<file path="src/rtl/pre_norm_pipe.sv">
`timescale 1ns/1ps
// ---------------------------------------------------------------------------
// pre_norm_pipe
//   Floating-point add/subtract pre-normalisation, two pipeline stages with a
//   valid/ready handshake on both sides.
//     Stage 1: decode both operands, compare magnitudes, swap so the larger
//              operand is "A", and resolve sign / NaN sign / zero sign.
//     Stage 2: right-align the smaller fraction to the larger exponent,
//              folding every bit shifted out into the sticky LSB.
//
// Ports
//   clk, rst                  clock, asynchronous active-high reset
//   in_valid / in_ready       operand-pair handshake
//   opa, opb                  {sign, exp, frac} operands, W = 1+EXP_W+FRAC_W
//   add                       1 = add, 0 = subtract
//   rmode                     rounding mode (2'b11 = toward minus infinity)
//   out_valid / out_ready     result handshake
//   fracta_out, fractb_out    {hidden, frac, guard, round, sticky} larger/smaller
//   exp_dn_out                common (larger) exponent, 0 on exact cancellation
//   sign, nan_sign, result_zero_sign, fasu_op   per-result flags
// ---------------------------------------------------------------------------
module pre_norm_pipe #(
    parameter int EXP_W  = 8,
    parameter int FRAC_W = 23,
    localparam int W     = 1 + EXP_W + FRAC_W,
    localparam int FW    = FRAC_W + 4
) (
    input  logic              clk,
    input  logic              rst,
    input  logic              in_valid,
    output logic              in_ready,
    input  logic [W-1:0]      opa,
    input  logic [W-1:0]      opb,
    input  logic              add,
    input  logic [1:0]        rmode,
    output logic              out_valid,
    input  logic              out_ready,
    output logic [FW-1:0]     fracta_out,
    output logic [FW-1:0]     fractb_out,
    output logic [EXP_W-1:0]  exp_dn_out,
    output logic              sign,
    output logic              nan_sign,
    output logic              result_zero_sign,
    output logic              fasu_op
);

    // Right shift with sticky: every bit shifted out is ORed into the LSB.
    // Shifts of the full width or more leave only the sticky bit.
    function automatic logic [FW-1:0] align_sticky(input logic [FW-1:0] v,
                                                   input logic [EXP_W-1:0] d);
        logic [FW-1:0] mask;
        logic [FW-1:0] shifted;
        logic [FW-1:0] res;
        if ({{(32-EXP_W){1'b0}}, d} >= FW) begin
            res = {{(FW-1){1'b0}}, |v};
        end else begin
            mask    = ~({FW{1'b1}} << d);
            shifted = v >> d;
            res     = {shifted[FW-1:1], shifted[0] | (|(v & mask))};
        end
        return res;
    endfunction

    logic vld_p1, vld_p2;
    logic adv_p1, accept;

    assign adv_p1    = vld_p1 && (!vld_p2 || out_ready);
    assign in_ready  = !vld_p1 || adv_p1;
    assign accept    = in_valid && in_ready;
    assign out_valid = vld_p2;

    // Operand decode
    logic             sa, sb, ha, hb;
    logic [EXP_W-1:0] ea, eb, eea, eeb;
    logic [FRAC_W-1:0] fa, fb;
    logic [EXP_W+FRAC_W:0] mag_a, mag_b;
    logic swap, mag_eq, fasu, sb_eff, both_zero, nan_a, nan_b, cancel, rzs;

    assign sa  = opa[W-1];
    assign sb  = opb[W-1];
    assign ea  = opa[W-2:FRAC_W];
    assign eb  = opb[W-2:FRAC_W];
    assign fa  = opa[FRAC_W-1:0];
    assign fb  = opb[FRAC_W-1:0];
    assign ha  = |ea;
    assign hb  = |eb;
    // Denormals share exponent 1 with the smallest normals; the hidden bit
    // then breaks the tie in the magnitude compare.
    assign eea = ha ? ea : {{(EXP_W-1){1'b0}}, 1'b1};
    assign eeb = hb ? eb : {{(EXP_W-1){1'b0}}, 1'b1};
    assign mag_a = {eea, ha, fa};
    assign mag_b = {eeb, hb, fb};
    assign swap   = mag_b > mag_a;
    assign mag_eq = mag_a == mag_b;

    // Subtraction is folded into opb's sign; the operation is an effective
    // addition when both resulting signs agree.
    assign sb_eff    = sb ^ ~add;
    assign fasu      = ~(sa ^ sb_eff);
    assign both_zero = ~|opa[W-2:0] && ~|opb[W-2:0];
    assign nan_a     = (&ea) && (|fa);
    assign nan_b     = (&eb) && (|fb);
    assign cancel    = !fasu && mag_eq;
    assign rzs       = cancel ? (rmode == 2'b11) : (fasu && both_zero && sa);

    // ---- Stage 1: compare / swap ----
    logic [FRAC_W:0]  mant_l_p1, mant_s_p1;
    logic [EXP_W-1:0] exp_l_p1, shift_p1;
    logic             cancel_p1, sign_p1, nan_sign_p1, rzs_p1, fasu_p1;

    always_ff @(posedge clk or posedge rst) begin
        if (rst)
            vld_p1 <= 1'b0;
        else if (accept)
            vld_p1 <= 1'b1;
        else if (adv_p1)
            vld_p1 <= 1'b0;
    end

    always_ff @(posedge clk) begin
        if (accept) begin
            mant_l_p1   <= swap ? {hb, fb} : {ha, fa};
            mant_s_p1   <= swap ? {ha, fa} : {hb, fb};
            exp_l_p1    <= swap ? eeb : eea;
            shift_p1    <= swap ? (eeb - eea) : (eea - eeb);
            cancel_p1   <= cancel;
            sign_p1     <= swap ? sb_eff : sa;
            nan_sign_p1 <= nan_a ? sa : (nan_b && sb);
            rzs_p1      <= rzs;
            fasu_p1     <= fasu;
        end
    end

    // ---- Stage 2: align ----
    always_ff @(posedge clk or posedge rst) begin
        if (rst) begin
            vld_p2           <= 1'b0;
            fracta_out       <= '0;
            fractb_out       <= '0;
            exp_dn_out       <= '0;
            sign             <= 1'b0;
            nan_sign         <= 1'b0;
            result_zero_sign <= 1'b0;
            fasu_op          <= 1'b0;
        end else begin
            if (adv_p1) begin
                vld_p2           <= 1'b1;
                fracta_out       <= {mant_l_p1, 3'b000};
                fractb_out       <= align_sticky({mant_s_p1, 3'b000}, shift_p1);
                exp_dn_out       <= cancel_p1 ? '0 : exp_l_p1;
                sign             <= sign_p1;
                nan_sign         <= nan_sign_p1;
                result_zero_sign <= rzs_p1;
                fasu_op          <= fasu_p1;
            end else if (out_ready) begin
                vld_p2 <= 1'b0;
            end
        end
    end

endmodule

</file>
<file path="config.mk">
export PLATFORM = sky130hd
export DESIGN_NAME = pre_norm_pipe
export DESIGN_NICKNAME = d
export VERILOG_FILES = /design/src/rtl/pre_norm_pipe.sv
export SDC_FILE = /design/constraint.sdc
export NUM_CORES = 1
export LEC_CHECK = 0
export CAP_MARGIN = 20
export CORE_AREA = 2 2 178 93
export CTS_BUF_LIST = sky130_fd_sc_hd__clkbuf_16
export DETAILED_ROUTE_END_ITERATION = 12
export DIE_AREA = 0 0 180 95
export DONT_BUFFER_PORTS = 1
export GPL_TIMING_DRIVEN = 0
export HOLD_SLACK_MARGIN = 0.1
export PLACE_DENSITY = 0.69
export SYNTH_ARGS = -nofsm -noshare
export SYNTH_HDL_FRONTEND = slang
export SYNTH_SLANG_ARGS = --single-unit
</file>
<file path="constraint.sdc">
create_clock -name clk -period 5.54 [get_ports clk]
set_input_delay 1.108 -clock clk [delete_from_list [all_inputs] [get_ports clk]]
set_output_delay 1.108 -clock clk [all_outputs]
set_load 0.01 [all_outputs]
</file>
==> results_dict.tcl, run 1 <==
set metrics [dict create \
    status "finished, final reports clean" \
    antenna_found_initial 0 \
    hpwlAfterDp_um 19750 \
    ys_top_cells_by_area "edfxtp_1 (25%), dfrtp_1 (19%), mux2_2 (8.9%)" \
    initial_core_util_pct 53.24 \
    num_vias 6957 \
    layout_common_cells "nand2_1 (97), o21ai_0 (79), edfxtp_1 (69)" \
    leakagePower_nw 3.748 \
    cp_slowest_cell "or4_1" \
    first_iter_violations 875 \
    fill_cells 1362 \
    synth_edf_count 69 \
    fin_tns_setup_ns 0 \
    ys_ff_latch 134 \
    insertion_delay_ns 0.43 \
    crit_top_cell "nor2_1" \
    arrival_ns 4.53 \
    wl_um 25810 \
    io_buffers 0 \
    cts_max_path_buffers 2 \
    finalHoldViolCount 0 \
    cpLargestDelayFamily "simple AND/OR/NAND/NOR gates" \
    synthFlopType "edfxtp_1" \
    final_core_util_pct 58.87 \
    cts_tree "yes" \
    wire_per_inst_um 23.90 \
    grt_remaining_overflow 0 \
    grt_pass1_vias 6807 \
    nets 970 \
    rr_worst_depth 9 \
    synthCells 835 \
    rows 33 \
    post_cts_buffers 0 \
    diodes 0 \
    crit_cells 12 \
    ir_drop_mv 0.2122 \
    endpoint "mant_l_p1[20]" \
    finalWeightedCongestion 0.9176 \
    finClkSkew_ns 0.009025 \
    final_common_cell "nand2_1" \
    r2r_end "fractb_out[0]" \
    timing.fmax_ghz 0.2289 \
    tightest_slew_ns 0.9866 \
    ctsResizeCount 0 \
    numCtsBuffers 17 \
    hold_ws_ns 0.4743 \
    firstDrtPassIters 6 \
    route.detailed.drc 0 \
    hp-class "register to register" \
    grt_setup_unrepaired "no" \
    clk_pin_slew_ns 0.06 \
    power.density_nw_per_um2 334.0 \
    areaGrowthSynthToFinish_pct 10.58 \
    yosysTopAreaCell "edfxtp_1" \
    coreArea_um2 15730 \
    crit_path_start "opa[24]" \
    ios 139 \
    cp_cell_sequence "or4_1, nor2_1, nor2_1, ha_1, nand4_1, and4bb_2, nand2_2, a22o_4, nor2_8, buf_6, buf_4, mux2_2" \
    grt.total_usage_pct 31.05 \
    die_h_um 95 \
    grt_first_pass_wirelength_um 40040 \
    crit_fanout 10 \
    avgSynthCellArea_um2 10.03 \
    min_period_ns 4.370 \
    cts_root_buf "clkbuf_16" \
    viasPerCell 6.442 \
    path_buf_inv 2 \
    finalMaxSlewViolations 0 \
    cts_sinks 134 \
    synthesis.area_um2 8376 \
    rr_startpoint "shift_p1[0]" \
    async_flop_share_pct 48.51 \
    setup_violations 0 \
    end_kind "register" \
    grt_max_degree 70 \
    ys_seq_area_share_pct 44.16 \
    die_w_um 180 \
    dieArea_um2 17100 \
    cts.htree.levels 4 \
    ys_types 75 \
    drv_cap 0 \
    period_share_pct 78.87 \
    register_area_um2 3699 \
    start_kind "input pin" \
    drive_gt1_share_pct 16.21 \
    yosysWarningCount 0 \
    ant_nets 0 \
    multi_input_area_um2 4207 \
    max-slew-margin-rel_pct 34.23 \
    required_ns 5.70 \
    cpPeakStageDelay_ns 0.51 \
    crit_type "input pin to register" \
    synth.top_cell.area_share_pct 24.74 \
    hold_buffers 0 \
    ff2ff_setup_slack_ns 2.80 \
]
==> worst reg2reg max path: cells and delay by family, from the launching register on <==
kind                   cells  cell delay (ns)
buffers and inverters      3             0.93
AND/OR/NAND/NOR            2             0.21
flip-flops                 1             0.41
AO/OA/AOI/OAI              4             1.10
==> logic make-up after synthesis <==
logic type,share of synthesized area (%)
AOI/OAI and AO/OA,14.79
DFF,44.16
buffers and inverters,5.736
xor gates and xnor gates,0.8365
adders and majority gates,6.573
other,0.04477
muxes,13.55
and+or+nand+nor,14.31
==> worst min-delay path by stage <==
stage	end	startpoint	slack (ns)	depth (start not counted)
2_1_floorplan	fracta_out[24]	mant_l_p1[21]	0.46	1
4_1_cts	fracta_out[21]	mant_l_p1[18]	0.48	1
6_report	fracta_out[3]	mant_l_p1[0]	0.47	1
3_3_place_gp	fracta_out[16]	mant_l_p1[13]	0.46	1
3_5_place_dp	fracta_out[26]	mant_l_p1[23]	0.47	1
5_1_grt	fracta_out[5]	mant_l_p1[2]	0.49	1
==> report_power, final <==
part | total, mW | switching, mW | internal (mW)
Combinational | 0.655 | 0.401 | 0.253
Sequential | 1.29 | 0.114 | 1.18
Clock | 1.15 | 0.474 | 0.674
==> state kept, by name, summed over array words and instances, names as in the netlist, 8 cells and up <==
signal,cells
fracta_out,24
exp_dn_out,8
mant_l_p1,24
mant_s_p1,24
shift_p1,8
fractb_out,27
exp_l_p1,8
==> synth_stat cells (10+ instances only) <==
| master | count |
|---|---|
| clkbuf_1 | 39 |
| ha_1 | 40 |
| dfrtp_1 | 65 |
| edfxtp_1 | 69 |
| nor4_1 | 16 |
| inv_1 | 47 |
| mux2i_1 | 29 |
| o21ai_0 | 79 |
| a22o_1 | 10 |
| mux2_2 | 66 |
| nor2_1 | 37 |
| nand2_1 | 97 |
| nand3_1 | 20 |
| nor3_1 | 12 |
| a21oi_1 | 42 |
| nand4_1 | 13 |
| nand2b_1 | 13 |
==> area by class of cell <==
type | count | share of cell area (%)
Buffer | 64 | 3.242
Clock buffer | 19 | 5.134
Clock inverter | 13 | 1.270
Inverter | 48 | 1.945
Multi-Input combinational cell | 591 | 45.42
Sequential cell | 134 | 39.94
Tap cell | 210 | 2.837
Timing Repair Buffer | 1 | 0.2162
==> layer usage <==
metal | global-route usage (%) | wire, um | vias up
met1 | 46.29 | 12020 | 3481
met2 | 43.81 | 10500 | 381
met3 | 9.449 | 3040 | 29
li1 | - | - | 3066
met4 | 7.046 | 257 | 0
met5 | 0 | 0 | -
==> metrics by stage <==
step / area [um^2] / std cells / power, mW / worst slack (ns)
6_report: 9261 / 1080 / 3.093 / 1.170
5_1_grt: 9261 / 1080 / 3.212 / 1.039
4_1_cts: 9261 / 1080 / 3.082 / 1.225
3_5_place_dp: 8668 / 1048 / 1.941 / 0.8045
3_3_place_gp: 8646 / 1047 / 1.922 / 0.8070
2_1_floorplan: 8383 / 837 / 1.743 / 1.404
(Power assumes the default switching activity.)
==> inputs of run 2 (changes only) <==
--- a/config.mk
+++ b/config.mk
@@ -13,7 +13,7 @@
 export DONT_BUFFER_PORTS = 1
 export GPL_TIMING_DRIVEN = 0
 export HOLD_SLACK_MARGIN = 0.1
-export PLACE_DENSITY = 0.69
+export PLACE_DENSITY = 0.72
 export SYNTH_ARGS = -nofsm -noshare
 export SYNTH_HDL_FRONTEND = slang
 export SYNTH_SLANG_ARGS = --single-unit
==> constraint.sdc (replaced) <==
create_clock -name clk -period 3.52 [get_ports clk]
set_input_delay 0.704 -clock clk [delete_from_list [all_inputs] [get_ports clk]]
set_output_delay 0.704 -clock clk [all_outputs]
set_load 0.01 [all_outputs]
==> results_dict.tcl, run 2 (same netlist as run 1, synthesis figures left out) <==
set metrics [dict create \
    status "finished, final reports clean" \
    leakagePower_nw 3.787 \
    antenna_found_initial 0 \
    period_share_pct 97.92 \
    route.detailed.drc 0 \
    coreArea_um2 15730 \
    p_clk_share_pct 39.2 \
    grt_first_pass_wirelength_um 37010 \
    viasPerCell 6.292 \
    areaGrowthSynthToFinish_pct 11.52 \
    wl_um 24040 \
    wire_per_inst_um 22.28 \
    place_area_um2 8693 \
    post_cts_buffers 0 \
    firstDrtPassIters 7 \
    grt.total_usage_pct 28.74 \
    diodes 0 \
    p_comb_share_pct 20.6 \
    hpwlAfterDp_um 18300 \
    max-slew-margin-rel_pct 37.33 \
    final_common_cell "nand2_1" \
    cts.htree.levels 4 \
    setup_violations 0 \
    hold_buffers 0 \
    crit_fanout 6 \
    die_w_um 180 \
    ios 139 \
    end_kind "register" \
    io_buffers 0 \
    rr_startpoint "shift_p1[0]" \
    cts_sinks 134 \
    numCtsBuffers 17 \
    layout_common_cells "nand2_1 (97), o21ai_0 (77), edfxtp_1 (69)" \
    power.density_nw_per_um2 536.2 \
    drive_gt1_share_pct 16.92 \
    required_ns 3.67 \
    p_sw_mw 1.502 \
    initial_core_util_pct 53.24 \
    grt_remaining_overflow 0 \
    start_kind "input pin" \
    grt_max_degree 70 \
    clk_pin_slew_ns 0.06 \
    finalWeightedCongestion 0.9489 \
    nets 969 \
    ant_nets 0 \
    cts_tree "yes" \
    die_h_um 95 \
    ir_drop_mv 0.3550 \
    grt_pass1_vias 6497 \
    insertion_delay_ns 0.43 \
    finalHoldViolCount 0 \
    crit_type "input pin to register" \
    largest_reg_flops 27 \
    ff2ff_setup_slack_ns 0.81 \
    drv_cap 0 \
    regMostFlops "fractb_out" \
    final_area_um2 9340 \
    timing.fmax_ghz 0.2901 \
    cts_max_path_buffers 2 \
    tightest_slew_ns 0.9401 \
    p_sw_share_pct 29.99 \
    arrival_ns 3.60 \
    num_vias 6789 \
    first_iter_violations 856 \
    min_period_ns 3.447 \
    intPower_mw 3.506 \
    dieArea_um2 17100 \
    cts_root_buf "clkbuf_16" \
    crit_path_start "opa[24]" \
    rows 33 \
    hp-class "input pin to async pin" \
    power_mw 5.008 \
    finClkSkew_ns 0.006551 \
    finalMaxSlewViolations 0 \
    grt_setup_unrepaired "no" \
    pwr-share-seq_pct 40.3 \
]
[run 2: path summary, 6_finish.rpt]
check                                  to  depth (start not counted)
max in group asynchronous   exp_dn_out[6]                          1
max                           shift_p1[6]                         12
min reg2reg                          sign                          1
min                        fracta_out[20]                          1
min in group clk                   vld_p1                          1
max reg2reg                 fractb_out[3]                          7
[run 2: layout make-up]
cell class                      count  area [um^2]
Fill cell                        1348         6391
Multi-Input combinational cell    591         4245
Sequential cell                   134         3699
Clock buffer                       17        425.4
Buffer                             64        311.5
Tap cell                          210        262.8
Clock inverter                     15        214.0
Inverter                           48        182.7
[run 2: metal layers]
layer  GRT usage, %  share of wire, %  vias to the layer above
li1               -                 -                     3075
met1          42.02                46                     3300
met2          38.31                39                      372
met3          12.77                14                       42
met4          6.707               1.4                        0
met5              0                 0                        -
[run 2: power groups by stage]
stage / Clock (mW) / Combinational [mW] / Sequential [mW]
floorplan: 0 / 0.750 / 2.00
global placement: 0 / 0.978 / 2.05
detailed placement: 0 / 0.991 / 2.04
CTS: 1.97 / 1.00 / 2.01
global route: 2.03 / 1.12 / 2.04
finish: 1.96 / 1.03 / 2.02
[run 2: timing repair]
action,in CTS,in global routing
hold endpoints to repair,0,0
gates resized for setup,0,9
endpoints found under the setup margin,0,16
[run 2: per-stage QoR]
step | setup WS (ns) | cells | util (%) | hold WS, ns | setup TNS, ns
after global routing | 0.001452 | 1079 | 59.37 | 0.3838 | 0
after CTS | 0.01555 | 1079 | 59.33 | 0.3534 | 0
after detailed placement | -0.4040 | 1047 | 55.26 | 0.4637 | -16.42
after floorplan | -0.02484 | 837 | - | 0.4555 | -0.02484
final | 0.07331 | 1079 | 59.37 | 0.3080 | 0
after global placement | -0.3871 | 1047 | 55.23 | 0.4604 | -29.54
[run 2: critical path, stage by stage]
cell and delay [ns]:
or4_4 0.53, nor2_4 0.20, nor2_4 0.07, ha_4 0.16, a21oi_1 0.20, o21ai_1 0.11
a311o_1 0.40, a22o_4 0.32, nor2_8 0.15, mux2_4 0.32, a221oi_2 0.30, xnor2_1 0.15
==> inputs of run 3 (changes only) <==
--- a/config.mk
+++ b/config.mk
@@ -6,14 +6,13 @@
 export NUM_CORES = 1
 export LEC_CHECK = 0
 export CAP_MARGIN = 20
-export CORE_AREA = 2 2 178 93
+export CORE_AREA = 2 2 208 108
 export CTS_BUF_LIST = sky130_fd_sc_hd__clkbuf_16
 export DETAILED_ROUTE_END_ITERATION = 12
-export DIE_AREA = 0 0 180 95
+export DIE_AREA = 0 0 210 110
 export DONT_BUFFER_PORTS = 1
 export GPL_TIMING_DRIVEN = 0
 export HOLD_SLACK_MARGIN = 0.1
-export PLACE_DENSITY = 0.72
 export SYNTH_ARGS = -nofsm -noshare
 export SYNTH_HDL_FRONTEND = slang
 export SYNTH_SLANG_ARGS = --single-unit
==> results_dict.tcl, run 3 (same netlist as run 1, synthesis figures left out) <==
set metrics [dict create \
    status "finished, final reports clean" \
    crit_fanout 10 \
    dp_slack_ns -0.5242 \
    layout_common_cells "nand2_1 (97), o21ai_0 (79), edfxtp_1 (69)" \
    route.detailed.drc 0 \
    areaGrowthSynthToFinish_pct 12.41 \
    arrival_ns 3.53 \
    crit_type "input pin to register" \
    worst_slack_ns 0.1613 \
    grt_remaining_overflow 0 \
    dieArea_um2 23100 \
    ir_drop_mv 0.2929 \
    wire_per_inst_um 22.19 \
    grt_pass1_vias 6521 \
    final_common_cell "nand2_1" \
    initial_core_util_pct 39.41 \
    num_vias 6685 \
    insertion_delay_ns 0.44 \
    cts_root_buf "clkbuf_16" \
    first_iter_violations 641 \
    power_mw 4.819 \
    numCtsBuffers 17 \
    required_ns 3.69 \
    coreArea_um2 21250 \
    cts.htree.levels 4 \
    antenna_found_initial 0 \
    cts_sinks 134 \
    firstDrtPassIters 5 \
    hold_buffers 0 \
    finalMaxSlewViolations 0 \
    grt_setup_unrepaired "no" \
    drv_cap 0 \
    io_buffers 0 \
    fin_tns_setup_ns 0 \
    viasPerCell 5.808 \
    rows 38 \
    grt_max_degree 69 \
    hp-class "input pin to async pin" \
    setup_violations 0 \
    leakagePower_nw 3.787 \
    start_kind "input pin" \
    drive_gt1_share_pct 16.99 \
    ios 139 \
    min_period_ns 3.359 \
    grt.total_usage_pct 23.23 \
    die_w_um 210 \
    diodes 0 \
    finClkSkew_ns 0.009421 \
    hpwlAfterDp_um 19870 \
    timing.fmax_ghz 0.2977 \
    nets 971 \
    power.density_nw_per_um2 511.8 \
    largest_reg_flops 27 \
    final_core_util_pct 44.30 \
    finalHoldViolCount 0 \
    cts_max_path_buffers 2 \
    cts_tree "yes" \
    tightest_slew_ns 0.8536 \
    finalWeightedCongestion 0.9608 \
    period_share_pct 95.42 \
    clk_pin_slew_ns 0.06 \
    grt_first_pass_wirelength_um 39740 \
    ant_nets 0 \
    max-slew-margin-rel_pct 42.32 \
    end_kind "register" \
    regMostFlops "fractb_out" \
    wl_um 25540 \
    die_h_um 110 \
]
run 3: changes by cell type in the layout (fill, tap and decap cells not counted), sizes merged:
cell,before,now
clkinv,8,3
clkbuf,56,60
bufinv,5,0
inv,49,54
clkinvlp,1,2
buf,25,27
run 3: through the flow:
| stage | hold WS (ns) | area (um^2) | instances |
|---|---|---|---|
| final | 0.3023 | 9415 | 1151 |
| after global routing | 0.3436 | 9415 | 1151 |
| after CTS | 0.3403 | 9402 | 1150 |
| after detailed placement | 0.4647 | 8808 | 1118 |
| after global placement | 0.4607 | 8776 | 1117 |
| after floorplan | 0.4555 | 8426 | 837 |
run 3: critical path: stages:
cell	delay [ns]
or4_4	0.53
nor2_4	0.13
nor2_4	0.07
ha_4	0.26
nand4_1	0.15
and4bb_2	0.40
nand2_2	0.08
a22o_4	0.30
nor2_8	0.15
buf_6	0.18
buf_6	0.19
mux2_2	0.38
run 3: routing by layer:
layer  track usage, %  routed length [um]  vias to the layer above
li1                 -                   -                     3076
met1            35.38               13030                     3306
met2            30.47                9755                      283
met3            8.895                2590                       20
met4            4.509                 161                        0
met5                0                   0                        -
run 3: repair_timing:
action                                  in CTS  in global routing
resized for setup                            1                  5
setup buffers                                0                  1
pin swaps                                    0                  1
endpoints found under the setup margin       3                 45
run 3: path summary, 6_finish.rpt:
| check | startpoint | endpoint | slack (ns) | cells after the start |
|---|---|---|---|---|
| max in group asynchronous | rst | exp_dn_out[6] | 2.64 | 1 |
| min reg2reg | mant_l_p1[20] | fracta_out[23] | 0.48 | 1 |
| max | opa[24] | mant_l_p1[20] | 0.16 | 12 |
| min in group clk | in_valid | vld_p1 | 0.37 | 1 |
| max reg2reg | shift_p1[0] | fractb_out[3] | 0.79 | 7 |
| min | rst | fracta_out[20] | 0.30 | 1 |
run 3: report_power, final:
group / leakage (nW) / internal, mW / total (mW) / switching (mW)
sequential: 1.48 / 1.85 / 2.02 / 0.171
clock: 0.299 / 1.06 / 1.76 / 0.697
combinational: 2.00 / 0.407 / 1.04 / 0.631
run 3: cell type report:
cell class	count	area, um^2
timing repair buffer	2	35.03
sequential	134	3699
tap	280	350.3
clock inverter	11	66.31
fill	2058	11840
clock buffer	21	525.5
multi-input combinational	591	4245
buffer	64	311.5
inverter	48	182.7
